$ cat src/rtl/exp_diff_serial.sv
// Bit-serial unsigned exponent subtractor for the FMAC alignment path.
// One full-adder cell is reused across WIDTH cycles to form a + ~b + 1.
// A missing final carry means a borrow occurred (a < b). In that case a
// second serial pass forms ~res + 1, so abs_diff is always |a - b|.
module exp_diff_serial #(
   parameter int WIDTH = 9
) (
   input  logic             clk_i,
   input  logic             rst_i,
   input  logic             start_i,
   input  logic [WIDTH-1:0] a_i,
   input  logic [WIDTH-1:0] b_i,
   output logic             busy_o,
   output logic             done_o,
   output logic [WIDTH-1:0] abs_diff_o,
   output logic             a_lt_b_o
);

   localparam int CNT_W = (WIDTH > 1) ? $clog2(WIDTH) : 1;

   typedef enum logic [1:0] {
      IDLE = 2'd0,
      SUB  = 2'd1,
      NEG  = 2'd2,
      DONE = 2'd3
   } state_t;

   state_t           state_q;
   logic [WIDTH-1:0] opA_q;
   logic [WIDTH-1:0] opB_q;
   logic [WIDTH-1:0] res_q;
   logic [WIDTH-1:0] absDiff_q;
   logic [CNT_W-1:0] cnt_q;
   logic             carry_q;
   logic             aLtBNext_q;
   logic             aLtB_q;
   logic             busy_q;
   logic             done_q;

   logic             sum_d;
   logic             carry_d;
   logic [WIDTH-1:0] res_d;
   logic             lastBit;

   // The single full-adder cell. The new sum bit enters the result from the
   // MSB side, so after WIDTH steps the LSB-first bits line up in place.
   always_comb begin
      sum_d   = opA_q[0] ^ opB_q[0] ^ carry_q;
      carry_d = (opA_q[0] & opB_q[0]) | (opA_q[0] & carry_q) | (opB_q[0] & carry_q);
      res_d   = {sum_d, res_q[WIDTH-1:1]};
      lastBit = (cnt_q == CNT_W'(WIDTH - 1));
   end

   // Control FSM plus serial datapath. Outputs are registered, so busy and
   // done switch on the same edge as the state that they describe.
   always_ff @(posedge clk_i) begin
      if (rst_i) begin
         state_q    <= IDLE;
         opA_q      <= '0;
         opB_q      <= '0;
         res_q      <= '0;
         absDiff_q  <= '0;
         cnt_q      <= '0;
         carry_q    <= 1'b0;
         aLtBNext_q <= 1'b0;
         aLtB_q     <= 1'b0;
         busy_q     <= 1'b0;
         done_q     <= 1'b0;
      end else begin
         case (state_q)
            IDLE: begin
               done_q <= 1'b0;
               if (start_i) begin
                  opA_q   <= a_i;
                  opB_q   <= ~b_i;
                  carry_q <= 1'b1;
                  cnt_q   <= '0;
                  res_q   <= '0;
                  busy_q  <= 1'b1;
                  state_q <= SUB;
               end
            end
            SUB: begin
               opA_q   <= opA_q >> 1;
               opB_q   <= opB_q >> 1;
               res_q   <= res_d;
               carry_q <= carry_d;
               cnt_q   <= cnt_q + CNT_W'(1);
               if (lastBit) begin
                  if (carry_d) begin
                     aLtBNext_q <= 1'b0;
                     aLtB_q     <= 1'b0;
                     absDiff_q  <= res_d;
                     busy_q     <= 1'b0;
                     done_q     <= 1'b1;
                     state_q    <= DONE;
                  end else begin
                     opA_q      <= ~res_d;
                     opB_q      <= '0;
                     carry_q    <= 1'b1;
                     cnt_q      <= '0;
                     aLtBNext_q <= 1'b1;
                     state_q    <= NEG;
                  end
               end
            end
            NEG: begin
               opA_q   <= opA_q >> 1;
               opB_q   <= opB_q >> 1;
               res_q   <= res_d;
               carry_q <= carry_d;
               cnt_q   <= cnt_q + CNT_W'(1);
               if (lastBit) begin
                  aLtB_q    <= aLtBNext_q;
                  absDiff_q <= res_d;
                  busy_q    <= 1'b0;
                  done_q    <= 1'b1;
                  state_q   <= DONE;
               end
            end
            DONE: begin
               done_q  <= 1'b0;
               state_q <= IDLE;
            end
            default: begin
               busy_q  <= 1'b0;
               done_q  <= 1'b0;
               state_q <= IDLE;
            end
         endcase
      end
   end

   assign busy_o     = busy_q;
   assign done_o     = done_q;
   assign abs_diff_o = absDiff_q;
   assign a_lt_b_o   = aLtB_q;

endmodule

$ cat config.mk
export PLATFORM = sky130hd
export DESIGN_NAME = exp_diff_serial
export DESIGN_NICKNAME = d
export VERILOG_FILES = /design/src/rtl/exp_diff_serial.sv
export SDC_FILE = /design/constraint.sdc
export NUM_CORES = 1
export LEC_CHECK = 0
export BUFFER_PORTS_ARGS = -buffer_cell sky130_fd_sc_hd__buf_4
export CAP_MARGIN = 15
export CORE_ASPECT_RATIO = 0.75
export CORE_MARGIN = 5
export CORE_UTILIZATION = 60
export DETAILED_ROUTE_END_ITERATION = 8
export GPL_TIMING_DRIVEN = 1
export PLACE_DENSITY = 0.86
export SLEW_MARGIN = 10
export SYNTH_ARGS = -nofsm -noshare
export SYNTH_HDL_FRONTEND = slang
export SYNTH_SLANG_ARGS = --single-unit
export TNS_END_PERCENT = 20
$ cat constraint.sdc
create_clock -name clk_i -period 5.4 [get_ports clk_i]
set_input_delay 0.54 -clock clk_i [delete_from_list [all_inputs] [get_ports clk_i]]
set_output_delay 0.54 -clock clk_i [all_outputs]
set_load 0.03 [all_outputs]
# --- Yosys cells after proc, flatten, opt, wreduce, memory -nomap -nowiden ---
# Cells that the tools add are included.
totals:
  regBits: 47
  output_inout_bits: 12
op_classes:
  n_eq_ne: 8
  n_reduce_logical: 13
  bitwise: 9
  n_mux: 37
  addsub: 1
ops:
  columns: ["operator", "n"]
  rows:
  - ["2-to-1 mux 9 bit", 8]
  - ["one-hot mux 9 bit (3 select lines)", 2]
  - ["one-hot mux 9 bit (2 select lines)", 2]
  - ["inverter 9 bit", 2]
  - ["2-to-1 mux 8 bit", 2]
  - ["2-to-1 mux 4 bit", 3]
  - ["one-hot mux 4 bit (3 select lines)", 1]
  - ["2-to-1 mux 1 bit", 11]
  - ["one-hot mux 1 bit (3 select lines)", 3]
  - ["inequality test 2 bit (second input constant)", 4]
  - ["one-hot mux 2 bit (4 select lines)", 1]
  - ["2-to-1 mux 2 bit", 3]
  - ["AND reduction 2 bit", 3]
  - ["AND reduction 3 bit", 2]
  - ["AND reduction 5 bit", 1]
  - ["adder 4 x 1 -> 4 bit (second input constant)", 1]
  - ["== test 2 bit (second input constant)", 2]
  - ["== test 4 bit (second input constant)", 1]
  - ["AND reduction 4 bit", 1]
  - ["nonzero test 2 bit", 2]
  - ["OR reduction 2 bit", 2]
  - ["bitwise AND 1 bit", 3]
  - ["nonzero test 3 bit", 1]
  - ["== test 2 x 1 -> 1 bit (second input constant)", 1]
  - ["4 further kinds", 6]

# --- Logic depth before layout (Yosys ltp) ---
# Gate-level depths: netlist of run 1.
logic_depth:
  ltp_word: 6
  mapped_depth: 8

# --- Worst setup path after synthesis of run 1 ---
# No wires, ideal clock.
synth_path:
  kind: "register -> register"
  start: "reg opA_q[0]"
  end: "reg cnt_q[2]"
  slack_ns: 3.643
  t_arrival_ns: 1.683
  required_ns: 5.326
  stages_incl_launch_ff: 9
  path_cell_list: "dfxtp_1 > inv_1 > fa_1 > and4b_1 > buf_6 > o21ai_4 > buf_6 > nand4b_1 > a31oi_1"
synth_between:
  elab_chain_len: 6
synth_lines:
  columns: ["item", "line_no", "rtl"]
  rows:
  - ["start, declared", "29", "logic [WIDTH-1:0] opA_q;"]
  - ["start signal, assigned", "74", "opA_q <= a_i;"]
  - ["start signal, assigned", "84", "opA_q <= opA_q >> 1;"]
  - ["start signal, assigned", "98", "opA_q <= ~res_d;"]
  - ["bitwise AND 1 bit", "49", "carry_d = (opA_q[0] & opB_q[0]) | (opA_q[0] & carry_q) | (opB_q[0] & carry_q);"]
  - ["OR 1 bit * (2 in series)", "49", null]
  - ["2-to-1 mux 4 bit *", "90", "if (carry_d) begin"]
  - ["2-to-1 mux 4 bit *", "89", "if (lastBit) begin"]
  - ["one-hot mux 4 bit (3 select lines) *", "70", "case (state_q)"]
  - ["end signal, assigned", "88", "cnt_q <= cnt_q + CNT_W'(1);"]
  - ["end signal, assigned", "112", "cnt_q <= cnt_q + CNT_W'(1);"]
  - ["end, declared", "33", "logic [CNT_W-1:0] cnt_q;"]
# Every way passes the cells marked *; elsewhere a longest branch is shown, timed or not.
# A chain may end at the register's enable or synchronous reset.

# --- Worst setup path after layout of run 1 ---
layout_path:
  start: "reg state_q[1]"
  end: "reg opB_q[0]"
layout_between:
  elab_chain_len: 3
layout_lines:
  columns: ["item", "line_no", "rtl"]
  rows:
  - ["start, declared", "28", "state_t state_q;"]
  - ["start signal, assigned", "58", "state_q <= IDLE;"]
  - ["start signal, assigned", "80", "state_q <= SUB;"]
  - ["start signal, assigned", "96", "state_q <= DONE;"]
  - ["== test 2 bit (tied with other cells)", "70", null]
  - ["nonzero test 3 bit (no source line) / inequality test 2 bit (equally long branches)", null, null]
  - ["AND reduction 2 bit (no source line)", null, null]
  - ["end signal, assigned", "75", "opB_q <= ~b_i;"]
  - ["end signal, assigned", "85", "opB_q <= opB_q >> 1;"]
  - ["end signal, assigned", "109", "opB_q <= opB_q >> 1;"]
  - ["end, declared", "30", "logic [WIDTH-1:0] opB_q;"]
# Several ways; a longest one is shown, not always the timed one.

==> reports/qor.csv, run 1 <==
metric,value,unit
fmaxAchievable,479,MHz
ctsHoldBuffers,0,
place_area,0.00241,mm²
hpwl,3250,µm
cts_sinks,46,
cts_buffer_depth,2,
post_route_cells_drive_above_1_share,0.157,
hp-start,opB_q[8],
via_per_inst,5.76,
globalplace.congestion,0.771,
grt.overflow.total,0,
grt_pass1_vias,1817,
fin_nets,327,
rsz0062_at_grt,false,
hold_ws,0.457,ns
grt_pass1_wl,8510,µm
grt_usage,0.210,
synth_async_sr_flop_share,0,
cts_tree,yes,
setup_viol,0,
core,0.00359,mm²
syn2layout_area_growth,13.9,%
synth_seq_area_share,0.418,
synth_edf_count,0,
rr_startpoint,state_q[1],
die_x,80.0,µm
rows,19,
finalPower,1.25,mW
end_kind,register,
htree_levels,2,
fin_ws,3.31,ns
final_cells,352,
placed_cells,344,
crit_required,5.62,ns
powerDensity,497,mW/mm²
design_area,0.00251,mm²
drc,0,
fp.dieH,62.5,µm
status,"complete, no violations",
synth-main-ff-cell,dfxtp_1,
drtIter0Drc,174,
post_cts_resized,0,
cts-buffers-inserted,5,
worst_pin_slew,0.465,ns
arrival,2.30,ns
pin_count,33,
power_leakage,0.914,nW
startpoint,state_q[1],
place_ws,3.35,ns
clk_pin_slew,0.08,ns
avgSynthCellArea,7.86,µm²
clockRootBuffer,clkbuf_8,
syn_inst,280,
period_minus_slack,2.09,ns
port-buffer-count,32,
fin_crit_sh,0.386,
yosys_warnings,0,
relSlewSlack,0.690,
start_kind,register,
wl_per_cell,14.1,µm
n_antenna_cell,0,
vdd_drop_max,368,µV
wl,4970,µm
final_core_util,0.699,
path_max_fanout,35,
fin_skew,0.00470,ns
drv_cap,0,
vias,2027,
synth-seq-cells,46,
post_cts_buffers,0,
hold_viol,0,
synthDistinctLibCells,35,
drt-pass1-iter-count,5,
die_area,0.00499,mm²
drv_slew,0,
antenna_found_initial,0,
syn_nets,308,
insertion_delay,0.30,ns
syn_area,0.00220,mm²
worstHoldPathType,register to register,
grt_max_degree,47,
start_util,0.613,
fin_tns_setup,0,ns
worstSetupPathType,register to register,
detail-route-antenna-nets,0,
layout by cell type, fill, tap and decap left out:
cell type   instances
dfxtp_1            46
nand2_1            42
buf_4              35
a21oi_1            32
nor2_1             32
nand3_1            29
a211oi_1           18
inv_1               9
o2bb2ai_1           8
nor3_1              7
ha_1                6
clkbuf_8            6
nand3b_1            2
a31oi_1             2
nand4_1             2
a221oi_1            2
mux2i_1             2
a311oi_1            2
or3_1               2
o21ai_0             2
or2_2               1
nand3b_2            1
and4b_1             1
nor2b_1             1
or2_0               1
o21ai_4             1
nand4b_1            1
nand2b_1            1
and3b_2             1
and3_1              1
a21o_1              1
fa_1                1
clkinvlp_4          1
clkinv_2            1
area by class of cell:
class                           instances  area, µm²
Fill cell                             287       1080
Inverter                                9       33.8
Sequential cell                        46        921
Clock buffer                            6       82.6
Multi-Input combinational cell        202       1130
Tap cell                               52       65.1
Clock inverter                          2       12.5
Timing Repair Buffer                   35        263
per-layer routing:
layer	vias to the layer above	part of all wire	GRT usage	wire, µm
met4	0	0.013	0.0696	67
met2	67	0.43	0.306	2150
met3	8	0.077	0.0389	382
li1	1007	-	-	-
met5	-	0	0	0
met1	945	0.48	0.308	2370
synthesized netlist by cell type, types with 6 or more instances:
master | instances | area [µm²]
o2bb2ai_1 | 8 | 70.1
nor3_1 | 7 | 35.0
nand2_1 | 42 | 158
a21oi_1 | 32 | 160
inv_1 | 9 | 33.8
clkbuf_1 | 10 | 37.5
ha_1 | 6 | 75.1
buf_2 | 9 | 45.0
nor2_1 | 32 | 120
dfxtp_1 | 46 | 921
a211oi_1 | 18 | 135
nand3_1 | 29 | 145
sequential cells by signal, indices dropped and copies added, names as in the netlist:
register	flops
abs_diff_o	9
done_o	1
busy_o	1
aLtBNext_q	1
opB_q	9
opA_q	9
cnt_q	4
state_q	2
a_lt_b_o	1
res_q	8
carry_q	1
worst max-delay path, cell delays in order, from the launching register on:
cell and delay [ns]:
dfxtp_1 0.40, inv_1 0.09, ha_1 0.28, buf_4 0.34, nand2_1 0.15, o21ai_4 0.34
a211oi_1 0.15, a211oi_1 0.23
power by group:
| group | switching [mW] | internal [mW] |
|---|---|---|
| combinational | 0.370 | 0.190 |
| sequential | 0.0515 | 0.418 |
| clock | 0.114 | 0.103 |
| total | 0.535 | 0.710 |
logic make-up (layout without fill, tap and decap cells):
kind of cell             count (synthesis)  after routing  share of synthesized area
multiplexers                             2              2                    0.00909
AND/OR/NAND/NOR                        125            125                      0.259
AO/OA/AOI/OAI                           68             68                      0.203
adder cells (fa/ha/maj)                  7              7                     0.0432
flip-flops                              46             46                      0.418
buffers and inverters                   32             52                     0.0682
final timing paths:
| kind | to | slack [ns] | depth (start not counted) |
|---|---|---|---|
| hold reg to reg | opB_q[8] | 0.46 | 2 |
| setup reg to reg | opB_q[0] | 3.31 | 7 |
| setup / recovery | opB_q[0] | 3.31 | 7 |
| hold / removal | opB_q[8] | 0.46 | 2 |
(Power assumes the default switching activity.)
==> run 2, diff against run 1 <==
--- a/config.mk
+++ b/config.mk
@@ -5,14 +5,15 @@
 export SDC_FILE = /design/constraint.sdc
 export NUM_CORES = 1
 export LEC_CHECK = 0
+export ABC_AREA = 1
 export BUFFER_PORTS_ARGS = -buffer_cell sky130_fd_sc_hd__buf_4
 export CAP_MARGIN = 15
 export CORE_ASPECT_RATIO = 0.75
 export CORE_MARGIN = 5
-export CORE_UTILIZATION = 60
+export CORE_UTILIZATION = 57
 export DETAILED_ROUTE_END_ITERATION = 8
 export GPL_TIMING_DRIVEN = 1
-export PLACE_DENSITY = 0.86
+export PLACE_DENSITY = 0.82
 export SLEW_MARGIN = 10
 export SYNTH_ARGS = -nofsm -noshare
 export SYNTH_HDL_FRONTEND = slang
==> constraint.sdc (replaced) <==
create_clock -name clk_i -period 2 [get_ports clk_i]
set_input_delay 0.2 -clock clk_i [delete_from_list [all_inputs] [get_ports clk_i]]
set_output_delay 0.2 -clock clk_i [all_outputs]
set_load 0.03 [all_outputs]
==> run 2 against run 1 <==
Effect of this change:
- total power increased to 3.3 times the previous value
- final area increased by 13%
- non-clock buffer count rose by 7
- maximum frequency increased by 23%
- global-route usage increased by 0.094 points
- routed wire length up 16%
- cell count is 24% higher
- synthesized cell count rose by 24%
- die area grew 15%
- core utilization is 0.65 points lower
- worst setup slack got worse by 3.0 ns
- critical path type unchanged
- critical endpoint is now abs_diff_o[8]
- largest cell class unchanged
==> reports/qor.csv, run 2 <==
metric,value,unit,change
synth-seq-cells,46,,unchanged
rows,20,,was 19
synth_most_common_cell,nand2_1,,was dfxtp_1
insertion_delay,0.30,ns,about the same
powerDensity,1460,mW/mm²,was 497 mW/mm²
crit_required,2.19,ns,was 5.62 ns
port-buffer-count,32,,unchanged
setup_viol,0,,unchanged
grt_usage,0.210,,about the same
pin_count,33,,unchanged
design_area,0.00284,mm²,was 0.00251 mm²
cts-buffers-inserted,5,,unchanged
end_kind,register,,unchanged
critPathBufInv,3,,was 2
fill_cells,361,,was 287
die_area,0.00575,mm²,was 0.00499 mm²
clk_pin_slew,0.09,ns,was 0.08 ns
via_per_inst,5.29,,was 5.76
fin_nets,407,,was 327
wl_per_cell,13.3,µm,was 14.1 µm
hold-path-cell-count,3,,was 2
globalplace.congestion,0.881,,was 0.771
relSlewSlack,0.719,,was 0.690
cpMaxStageDelayCell,dfxtp_1,,unchanged
dr_wl_met2,2590,µm,was 2150 µm
crit_top_cell,nand2_4,,was a211oi_1
antenna_found_initial,0,,unchanged
worstHoldPathType,input port to register,,was register to register
yosys_warnings,0,,unchanged
fin_skew,0.0105,ns,was 0.00470 ns
synth_edf_count,0,,unchanged
arrival,1.88,ns,was 2.30 ns
hold_viol,0,,unchanged
core,0.00410,mm²,was 0.00359 mm²
status,"complete, no violations",,unchanged
clockRootBuffer,clkbuf_8,,unchanged
die_x,85.9,µm,was 80.0 µm
cts_sinks,46,,unchanged
grt_pass1_vias,2101,,was 1817
vias,2302,,was 2027
cts_buffer_depth,2,,unchanged
cp_cell_sequence,inv_1 > ha_1 > nor2_2 > inv_4 > nand2_4 > nand2_4 > inv_6 > nand2_4 > nand2_1 > a21oi_2,,was inv_1 > ha_1 > buf_4 > nand2_1 > o21ai_4 > a211oi_1 > a211oi_1
syn_inst,347,,was 280
ctsHoldBuffers,0,,unchanged
fp.dieH,67.0,µm,was 62.5 µm
multi_input_area,0.00134,mm²,was 0.00113 mm²
detail-route-antenna-nets,0,,unchanged
synthDistinctLibCells,26,,was 35
start_util,0.601,,was 0.613
vdd_drop_max,727,µV,was 368 µV
fin_tns_setup,0,ns,unchanged
power_leakage,1.19,nW,was 0.914 nW
yosysTopAreaCell,dfxtp_1,,unchanged
synth_seq_area_share,0.374,,was 0.418
drv_cap,0,,unchanged
grt_pass1_wl,9770,µm,was 8510 µm
drc,0,,unchanged
start_kind,register,,unchanged
post_route_cells_drive_above_1_share,0.224,,was 0.157
syn_area,0.00246,mm²,was 0.00220 mm²
final_common_cell,nand2_1,,was dfxtp_1
period_minus_slack,1.69,ns,was 2.09 ns
synth_top_cell_area_share,0.374,,was 0.418
wl_met3,390,µm,was 382 µm
grt.overflow.total,0,,unchanged
synth-main-ff-cell,dfxtp_1,,unchanged
wl_met1,2740,µm,was 2370 µm
ys_top_cells_by_area,"dfxtp_1 (37%), nand2_1 (15%), a21oi_1 (8.7%)",,"was dfxtp_1 (42%), a21oi_1 (7.3%), nand2_1 (7.2%)"
drtIter0Drc,186,,was 174
post_cts_resized,0,,unchanged
r2r_cells,10,,was 7
worstSetupPathType,register to register,,unchanged
syn_nets,375,,was 308
synth_async_sr_flop_share,0,,unchanged
reg2reg_setup_slack,0.31,ns,was 3.31 ns
drt-pass1-iter-count,4,,was 5
worst_pin_slew,0.422,ns,was 0.465 ns
path_max_fanout,12,,was 35
cp_num_cells,10,,was 7
regArea,921,µm²,unchanged
hpwl,4110,µm,was 3250 µm
cts_tree,yes,,unchanged
post_cts_buffers,0,,unchanged
rsz0062_at_grt,false,,unchanged
mostFrequentLayoutCells,"nand2_1 (99), dfxtp_1 (46), a21oi_1 (43)",,"was dfxtp_1 (46), nand2_1 (42), buf_4 (35)"
drv_slew,0,,unchanged
top_layer,met4,,unchanged
avgSynthCellArea,7.10,µm²,was 7.86 µm²
fin_crit_sh,0.847,,was 0.386
grt_max_degree,33,,was 47
wl,5780,µm,was 4970 µm
htree_levels,2,,unchanged
place_area,0.00275,mm²,was 0.00241 mm²
fmaxAchievable,590,MHz,was 479 MHz
n_antenna_cell,0,,unchanged
max_stage_delay,0.41,ns,was 0.40 ns
cp_top_family,simple AND/OR/NAND/NOR gates,,was compound AO/OA/AOI/OAI gates
synth_common_cells,"nand2_1 (99), dfxtp_1 (46), a21oi_1 (43)",,"was dfxtp_1 (46), nand2_1 (42), a21oi_1 (32), nor2_1 (32), nand3_1 (29)"
syn2layout_area_growth,15.3,%,was 13.9%
==> run 2: path summary, 6_finish.rpt <==
check	start	endpoint
worst max register to register	state_q[0]	abs_diff_o[8]
worst min-delay path	b_i[8]	opB_q[8]
worst min register to register	abs_diff_o[5]	abs_diff_o[5]
worst max-delay path	state_q[0]	abs_diff_o[8]
==> run 2: cell families after synthesis <==
| family | count (synthesis) | synth area share |
|---|---|---|
| simple gates | 170 | 0.325 |
| compound gates | 79 | 0.179 |
| flops | 46 | 0.374 |
| buf+inv | 45 | 0.0843 |
| fa+ha+maj | 7 | 0.0386 |
==> run 2: cell type report <==
type,instances,share of cell area
clock buffer,5,0.0242
clock inverter,3,0.00661
inverter,28,0.0396
multi-input combinational,256,0.470
sequential,46,0.324
tap,55,0.0242
timing repair buffer,42,0.111
==> run 2: layer usage <==
layer	up-vias	global-route usage
met5	-	0
met4	0	0.0455
met3	10	0.0420
met2	76	0.333
met1	1032	0.295
li1	1184	-
==> run 2: power breakdown <==
| part | total (mW) | internal (mW) | switching, mW | leakage, nW |
|---|---|---|---|---|
| clock network | 0.586 | 0.247 | 0.339 | 0.0483 |
| logic | 2.27 | 0.772 | 1.49 | 0.761 |
| registers | 1.29 | 1.13 | 0.155 | 0.376 |
| total | 4.14 | 2.15 | 1.99 | 1.19 |
==> run 2: through the flow <==
step / power, mW / setup slack (ns) / hold WS, ns / utilization / instances
global placement: 3.50 / 0.343 / 0.450 / 0.671 / 427
finish: 4.14 / 0.306 / 0.177 / 0.692 / 435
floorplan: 3.06 / 0.433 / 0.359 / - / 347
detailed placement: 3.54 / 0.322 / 0.460 / 0.671 / 427
global route: 4.47 / 0.182 / 0.195 / 0.692 / 435
CTS: 4.13 / 0.302 / 0.174 / 0.692 / 435
==> run 2: worst min-delay path: cells and delay by family <==
| kind | cells | cell delay [ns] |
|---|---|---|
| AO/OA/AOI/OAI | 2 | 0.16 |
| buffers and inverters | 1 | 0.07 |
==> run 3, diff against run 2 <==
==> constraint.sdc (replaced) <==
create_clock -name clk_i -period 1.7 [get_ports clk_i]
set_input_delay 0.17 -clock clk_i [delete_from_list [all_inputs] [get_ports clk_i]]
set_output_delay 0.17 -clock clk_i [all_outputs]
set_load 0.03 [all_outputs]
==> run 3 against run 2 <==
Effect of this change:
- cell count is 1.1% higher
- clock skew is 0.0018 ns lower
- clock power is 16% higher
- register-to-register slack worse by 0.20 ns
- worst hold slack worse by 0.026 ns
- maximum frequency is 5.9% higher
- via count is 0.26% lower
- largest cell class unchanged
==> reports/qor.csv, run 3 (synthesized netlist as in run 2, its figures left out) <==
metric,value,unit,change
grt_usage,0.214,,was 0.210
final_common_cell,nand2_1,,unchanged
grt_pass1_vias,2175,,was 2101
dr_wl_met2,2490,µm,was 2590 µm
finalPower,5.02,mW,was 4.14 mW
critPathBufInv,3,,unchanged
post_route_cells_drive_above_1_share,0.247,,was 0.224
grt_max_degree,32,,was 33
core,0.00410,mm²,unchanged
htree_levels,2,,unchanged
fin_skew,0.00875,ns,was 0.0105 ns
pin_count,33,,unchanged
detail-route-antenna-nets,0,,unchanged
start_kind,register,,unchanged
drt-pass1-iter-count,4,,unchanged
place_area,0.00278,mm²,was 0.00275 mm²
end_kind,register,,unchanged
cts_tree,yes,,unchanged
crit_required,1.88,ns,was 2.19 ns
crit_top_cell,nand2_4,,unchanged
drv_slew,0,,unchanged
rsz0062_at_grt,false,,unchanged
vdd_drop_max,956,µV,was 727 µV
final_cells,440,,was 435
path_max_fanout,12,,unchanged
max_stage_delay,0.39,ns,was 0.41 ns
status,"complete, no violations",,unchanged
worstSetupPathType,register to register,,unchanged
power_leakage,1.21,nW,was 1.19 nW
setup_viol,0,,unchanged
fin_tns_setup,0,ns,unchanged
die_area,0.00575,mm²,unchanged
worstHoldPathType,input port to register,,unchanged
cpMaxStageDelayCell,dfxtp_2,,was dfxtp_1
powerDensity,1720,mW/mm²,was 1460 mW/mm²
die_x,85.9,µm,unchanged
worst_pin_slew,0.391,ns,was 0.422 ns
clockRootBuffer,clkbuf_8,,unchanged
insertion_delay,0.30,ns,about the same
cp_top_family,simple AND/OR/NAND/NOR gates,,unchanged
hpwl,4020,µm,was 4110 µm
start_util,0.601,,unchanged
wl_met1,2790,µm,was 2740 µm
n_antenna_cell,0,,unchanged
fmaxAchievable,625,MHz,was 590 MHz
cp_cell_sequence,inv_1 > ha_1 > nor2_4 > inv_4 > nand2_4 > nand2_4 > inv_6 > nand2_4 > nand2_1 > a21oi_1,,was inv_1 > ha_1 > nor2_2 > inv_4 > nand2_4 > nand2_4 > inv_6 > nand2_4 > nand2_1 > a21oi_2
fin_nets,412,,was 407
mostFrequentLayoutCells,"nand2_1 (99), buf_4 (46), dfxtp_1 (45)",,"was nand2_1 (99), dfxtp_1 (46), a21oi_1 (43)"
grt_pass1_wl,9900,µm,was 9770 µm
drv_cap,0,,unchanged
relSlewSlack,0.740,,was 0.719
via_per_inst,5.22,,was 5.29
cts_sinks,46,,unchanged
fp.dieH,67.0,µm,unchanged
grt.overflow.total,0,,unchanged
top_layer,met4,,unchanged
cts_buffer_depth,2,,unchanged
arrival,1.78,ns,was 1.88 ns
cts-buffers-inserted,5,,unchanged
wl_per_cell,12.8,µm,was 13.3 µm
vias,2296,,was 2302
placed_cells,430,,was 427
final_core_util,0.709,,was 0.692
syn2layout_area_growth,18.0,%,was 15.3%
design_area,0.00291,mm²,was 0.00284 mm²
clk_pin_slew,0.09,ns,about the same
drtIter0Drc,213,,was 186
wl_met3,309,µm,was 390 µm
wl,5630,µm,was 5780 µm
rows,20,,unchanged
globalplace.congestion,0.865,,was 0.881
drc,0,,unchanged
fin_crit_sh,0.941,,was 0.847
period_minus_slack,1.60,ns,was 1.69 ns
hold_viol,0,,unchanged
antenna_found_initial,0,,unchanged
port-buffer-count,32,,unchanged
## run 3: repair_timing
item	in CTS	in global routing
gates resized for setup	0	12
buffers inserted	0	2
hold buffers	0	0
hold endpoints to repair	0	0
endpoints found under the setup margin	0	32
## run 3: area by class of cell
| class | count | area (µm²) |
|---|---|---|
| clock inverters | 3 | 21.3 |
| multi-input cells | 256 | 1360 |
| flip-flops and latches | 46 | 922 |
| clock buffers | 5 | 68.8 |
| repair buffers | 47 | 357 |
| inverters | 28 | 115 |
| fillers | 354 | 1200 |
| well taps | 55 | 68.8 |
## run 3: final timing paths
kind	startpoint	endpoint	slack [ns]	depth (start not counted)
worst max-delay path	state_q[0]	abs_diff_o[0]	0.10	10
worst min-delay path	b_i[8]	opB_q[8]	0.15	3
worst max register to register	state_q[0]	abs_diff_o[0]	0.10	10
worst min register to register	opB_q[4]	opB_q[3]	0.48	2
## run 3: tightest hold or removal path, stage by stage
cell     delay, ns
buf_4         0.07
o21ai_0       0.06
o211a_1       0.10
## run 3: power breakdown
group / switching [mW] / total, mW / internal, mW
sequential: 0.184 / 1.52 / 1.33
clock: 0.392 / 0.681 / 0.289
combinational: 1.82 / 2.82 / 0.995
## run 3: per-layer routing
| layer | vias to the layer above | track usage |
|---|---|---|
| li1 | 1200 | - |
| met1 | 1033 | 0.287 |
| met2 | 56 | 0.351 |
| met3 | 7 | 0.0433 |
| met4 | 0 | 0.0553 |
| met5 | - | 0 |
## run 3: through the flow
step           hold slack [ns]  setup WS [ns]
4_1_cts                  0.145         0.0120
6_report                 0.151          0.101
5_1_grt                  0.139        0.00189
3_5_place_dp             0.459         0.0328
2_1_floorplan            0.329          0.133
3_3_place_gp             0.454         0.0747
